[src/rtl/digit_serial_adder_pkg.sv]
// Shared definitions for the digit-serial adder: FSM state encoding and
// the digit-counter width helper.
package digit_serial_adder_pkg;

  // Operation sequencing states; encodings are fixed so that other
  // datapath blocks decoding them stay in step.
  typedef enum logic [1:0] {
    ST_IDLE = 2'd0,
    ST_RUN  = 2'd1,
    ST_DONE = 2'd2
  } state_t;

  // Bits needed to count NDIG digits; never less than one bit so a
  // single-digit configuration still has a legal counter.
  function automatic int cnt_width(input int ndig);
    if (ndig <= 1) begin
      return 1;
    end else begin
      return $clog2(ndig);
    end
  endfunction

endpackage

[src/rtl/digit_serial_adder_fa.sv]
// fa_slice: combinational ripple of DIGIT one-bit full adders. This is the
// only arithmetic hardware in the serial adder; it is reused every cycle.
module fa_slice #(
  parameter int DIGIT = 1
) (
  input  logic [DIGIT-1:0] x,
  input  logic [DIGIT-1:0] y,
  input  logic             cin,
  output logic [DIGIT-1:0] sum,
  output logic             cout
);

  logic [DIGIT:0] c_s;

  assign c_s[0] = cin;

  for (genvar i = 0; i < DIGIT; i++) begin : g_bit
    assign sum[i]    = x[i] ^ y[i] ^ c_s[i];
    assign c_s[i+1]  = (x[i] & y[i]) | (y[i] & c_s[i]) | (x[i] & c_s[i]);
  end

  assign cout = c_s[DIGIT];

endmodule

[src/rtl/digit_serial_adder.sv]
// digit_serial_adder: WIDTH-bit adder that processes DIGIT bits per clock,
// LSB digit first, with the carry held in a flip-flop between digits.
// Start/done handshake; one operation takes WIDTH/DIGIT RUN cycles.
// Optional subtract mode is enabled by defining DIGIT_SERIAL_ADDER_SUB_EN.
module digit_serial_adder
  import digit_serial_adder_pkg::*;
#(
  parameter int WIDTH = 8,
  parameter int DIGIT = 1
) (
  input  logic             clk,
  input  logic             rst,
  input  logic             start,
  input  logic [WIDTH-1:0] a,
  input  logic [WIDTH-1:0] b,
  input  logic             ci,
`ifdef DIGIT_SERIAL_ADDER_SUB_EN
  input  logic             sub,
`endif
  output logic             busy,
  output logic             done,
  output logic [WIDTH-1:0] s,
  output logic             co
);

  localparam int NDIG = WIDTH / DIGIT;
  localparam int CW   = cnt_width(NDIG);
  localparam logic [CW-1:0] CNT_LAST = CW'(NDIG - 1);

  state_t           state_q, state_d;
  logic [WIDTH-1:0] a_q, a_d;
  logic [WIDTH-1:0] b_q, b_d;
  logic [WIDTH-1:0] acc_q, acc_d;
  logic [WIDTH-1:0] s_q, s_d;
  logic             carry_q, carry_d;
  logic             co_q, co_d;
  logic [CW-1:0]    cnt_q, cnt_d;

  logic [DIGIT-1:0] dig_s;
  logic             cout_s;
  logic [WIDTH-1:0] acc_shift_s;
  logic [WIDTH-1:0] b_load_s;
  logic             c_load_s;

  fa_slice #(.DIGIT(DIGIT)) u_slice (
    .x    (a_q[DIGIT-1:0]),
    .y    (b_q[DIGIT-1:0]),
    .cin  (carry_q),
    .sum  (dig_s),
    .cout (cout_s)
  );

  // New digit enters at the MSB end; with a single digit it is the whole sum.
  if (DIGIT == WIDTH) begin : g_acc_full
    assign acc_shift_s = dig_s;
  end else begin : g_acc_shift
    assign acc_shift_s = {dig_s, acc_q[WIDTH-1:DIGIT]};
  end

`ifdef DIGIT_SERIAL_ADDER_SUB_EN
  // Subtraction is a + ~b + 1, so only the loaded B and carry differ.
  assign b_load_s = sub ? ~b : b;
  assign c_load_s = sub ? 1'b1 : ci;
`else
  assign b_load_s = b;
  assign c_load_s = ci;
`endif

  // State, datapath and result registers; reset clears everything.
  always_ff @(posedge clk) begin
    if (rst) begin
      state_q <= ST_IDLE;
      a_q     <= '0;
      b_q     <= '0;
      acc_q   <= '0;
      s_q     <= '0;
      carry_q <= 1'b0;
      co_q    <= 1'b0;
      cnt_q   <= '0;
    end else begin
      state_q <= state_d;
      a_q     <= a_d;
      b_q     <= b_d;
      acc_q   <= acc_d;
      s_q     <= s_d;
      carry_q <= carry_d;
      co_q    <= co_d;
      cnt_q   <= cnt_d;
    end
  end

  // Next-state and datapath control: load on start, shift one digit per RUN cycle.
  always_comb begin
    state_d = state_q;
    a_d     = a_q;
    b_d     = b_q;
    acc_d   = acc_q;
    s_d     = s_q;
    carry_d = carry_q;
    co_d    = co_q;
    cnt_d   = cnt_q;
    case (state_q)
      ST_IDLE: begin
        if (start) begin
          state_d = ST_RUN;
          a_d     = a;
          b_d     = b_load_s;
          carry_d = c_load_s;
          cnt_d   = '0;
          acc_d   = '0;
        end else begin
          state_d = ST_IDLE;
        end
      end
      ST_RUN: begin
        a_d     = a_q >> DIGIT;
        b_d     = b_q >> DIGIT;
        acc_d   = acc_shift_s;
        carry_d = cout_s;
        cnt_d   = cnt_q + CW'(1);
        if (cnt_q == CNT_LAST) begin
          state_d = ST_DONE;
          s_d     = acc_shift_s;
          co_d    = cout_s;
        end else begin
          state_d = ST_RUN;
        end
      end
      ST_DONE: begin
        state_d = ST_IDLE;
      end
      default: begin
        state_d = ST_IDLE;
      end
    endcase
  end

  assign busy = (state_q == ST_RUN);
  assign done = (state_q == ST_DONE);
  assign s    = s_q;
  assign co   = co_q;

endmodule

[config.mk]
export PLATFORM = sky130hd
export DESIGN_NAME = digit_serial_adder
export DESIGN_NICKNAME = d
export VERILOG_FILES = /design/src/rtl/digit_serial_adder_pkg.sv /design/src/rtl/digit_serial_adder_fa.sv /design/src/rtl/digit_serial_adder.sv
export SDC_FILE = /design/constraint.sdc
export NUM_CORES = 1
export LEC_CHECK = 0
export BUFFER_PORTS_ARGS = -buffer_cell sky130_fd_sc_hd__buf_2
export CORE_MARGIN = 2
export CORE_UTILIZATION = 55
export CTS_CLUSTER_DIAMETER = 150
export CTS_CLUSTER_SIZE = 8
export DETAILED_ROUTE_END_ITERATION = 8
export GPL_TIMING_DRIVEN = 0
export PLACE_DENSITY = 0.77
export SYNTH_ARGS = -nofsm -noshare
export SYNTH_HDL_FRONTEND = slang
export SYNTH_SLANG_ARGS = --single-unit
[constraint.sdc]
create_clock -name clk -period 2.35 [get_ports clk]
set_input_delay 0.235 -clock clk [delete_from_list [all_inputs] [get_ports clk]]
set_output_delay 0.235 -clock clk [all_outputs]
set_load 0.1 [all_outputs]
==> results.toml <==
[run_status]
status = "finished, final reports clean"

[cells_and_area]
drive_gt1_frac = 0.2335
antenna_cells = 0
syn_to_final_growth_pct = 16.88
multi_input_area_um2 = 689.4
stdcell_count = 228
nets = 219
seq_area_um2 = 760.7
fillers = 237

[setup_path]
end_kind = "output pin"
critical_path_arrival_ns = 1.63
r2r_slack_ns = 0.96
r2r-end = "co"
critPathLaunchType = "flip-flop"
reg2reg_depth = 6
r2r_start = "cnt_q[0]"
path_max_fanout = 10
crit_type = "reg -> out"
worstPathRequired_ns = 2.12

[global_route]
grt_pass1_wl_mm = 5.057
grt_pass1_vias = 1171
grt-ovfl-total = 0
grt_max_degree = 12
track_usage = 0.2043
grt_antenna_before_repair = 0

[yosys]
synth_edf_count = 0
ys_types = 24
ys_seq_elements = 38
ys_top_cells_by_count = "dfxtp_1 (38), nor2_1 (28), nand2_1 (18)"
syn_nets = 183
synth_area_um2 = 1534
synth_top_area_frac = 0.4959
yosysMostFrequentCell = "dfxtp_1"
yosysWarnings = 0
syn_area_per_cell_um2 = 9.587
ys_seq_area_frac = 0.4959
synth-main-ff-cell = "dfxtp_1"
synth_area_leaders = "dfxtp_1 (50%), mux2i_1 (10%), a211oi_1 (7.8%), nor2_1 (6.9%), a22oi_1 (5.4%)"
async_flop_share = 0
synth_top_area_cell = "dfxtp_1"
synthCells = 160

[sta]
report.final.slew_viol_count = 0
hold_viol_final = 0
holdWs_ns = 0.1468
finalCriticalPeriod_ns = 1.869
setup_violations = 0
max_slew_margin = 0.6776
tightest_slew_ns = 0.4836
skew_ns = 0.005417
fin_crit_sh = 0.7952
max_freq_mhz = 535.1
rsz0062_at_grt = "no"
setup-tns-final_ns = 0

[floorplan]
die_h_um = 56.81
coreArea_um2 = 2710
dieArea_um2 = 3227
start_util = 0.5660
num_rows = 19
die_w_um = 56.81
io_pins = 31

[pwr]
power_density_nw_per_um2 = 706.5
p_leak_nw = 0.7675
peakVddDrop_mv = 0.6047
finalPower_mw = 1.267

[drt]
first_pass_iters = 4
routedWlPerCell_um = 13.19
first_iter_violations = 27
via_per_inst = 5.531
drcViolationCount = 0
num_vias = 1261
drtAntennaViolNets = 0
drt-total-wl_mm = 3.007

[clocking]
htreeDepth = 2
clkSinkCount = 38
cts_tree = "done"
cts_resized = 0
cts_setup_buffers = 0
clock_latency_ns = 0.33
path_clk_slew_ns = 0.10
root_buffer = "clkbuf_4"
clockBufferDepth = 2
holdBufCountCts = 0
cts_inserted_buffers = 5

[placed_design]
place_inst = 220
dp_hpwl_mm = 2.232
routabilityCongestion = 0.7474
io_buffer_count = 29

[flow_run]
drv_cap = 0

[hold_path]
min_path_type = "in -> reg"
whs_path_depth = 3
whs_endpoint = "a_q[7]"
hold_start = "a[7]"
-- registers in the layout, summed over array words and instances (netlist names) --
signal   flops
a_q          8
acc_q        7
b_q          8
carry_q      1
cnt_q        3
co           1
s            8
state_q      2
-- critical path: stages, from the launching register on --
cell and delay [ns]:
dfxtp_1 0.43, nor2b_1 0.18, buf_2 0.23, buf_2 0.46
-- cells by family after synthesis --
| logic type | count (synthesis) | share of synthesized area |
|---|---|---|
| buf+inv | 13 | 0.05465 |
| simple gates | 52 | 0.1427 |
| compound gates | 38 | 0.1729 |
| flops | 38 | 0.4959 |
| fa+ha+maj | 3 | 0.02936 |
| mux | 16 | 0.1044 |
-- routing by layer --
| metal | GRT usage | share of wire | wire length, µm |
|---|---|---|---|
| met5 | 0 | 0 | 0 |
| met2 | 0.3488 | 0.49 | 1463 |
| met4 | 0.07973 | 0.016 | 48 |
| met3 | 0.04147 | 0.067 | 200 |
| met1 | 0.2518 | 0.43 | 1295 |
-- worst max-delay path by stage --
stage,from,to,cells after the start
global route,state_q[0],busy,3
global placement,state_q[0],done,4
detailed placement,state_q[0],busy,3
CTS,state_q[0],busy,3
finish,state_q[0],busy,3
floorplan,state_q[0],done,3
-- stage by stage --
stage	instance area [µm²]	worst slack, ns	utilization
detailed placement	1718	0.8449	0.6339
global placement	1718	0.8625	0.6339
CTS	1793	0.4712	0.6616
finish	1793	0.4813	0.6616
floorplan	1534	0.7294	-
global route	1793	0.3815	0.6616
-- layout make-up --
type / instances / area share
Sequential cell: 38 / 0.4243
Multi-Input combinational cell: 109 / 0.3845
Timing Repair Buffer: 29 / 0.08095
Buffer: 12 / 0.04466
Clock buffer: 7 / 0.02512
Tap cell: 31 / 0.02163
Clock inverter: 1 / 0.01675
Inverter: 1 / 0.002094
-- cell usage in the layout, fill, tap and decap left out --
master and count:
buf_12 1, bufinv_16 1, and3b_1 1, nand3b_2 1, and2b_1 1, fa_1 1
a21oi_1 9, a211oi_1 16, mux2i_1 16, buf_1 1, nor3b_1 1, dfxtp_1 38
nor3_1 1, clkbuf_1 4, clkbuf_4 5, nand2_1 18, buf_2 35, ha_1 2
o21bai_1 1, nor2b_1 1, buf_4 1, o21ba_2 1, inv_1 1, buf_6 1
nor2_1 28, a22oi_1 11
-- power breakdown --
part,switching [mW],total (mW),leakage (nW),internal (mW)
combinational,0.0816,0.148,0.417,0.0661
clock,0.200,0.426,0.0395,0.226
sequential,0.0191,0.693,0.311,0.674
total,0.301,1.27,0.768,0.966
Power figures use the tool's default switching activity.
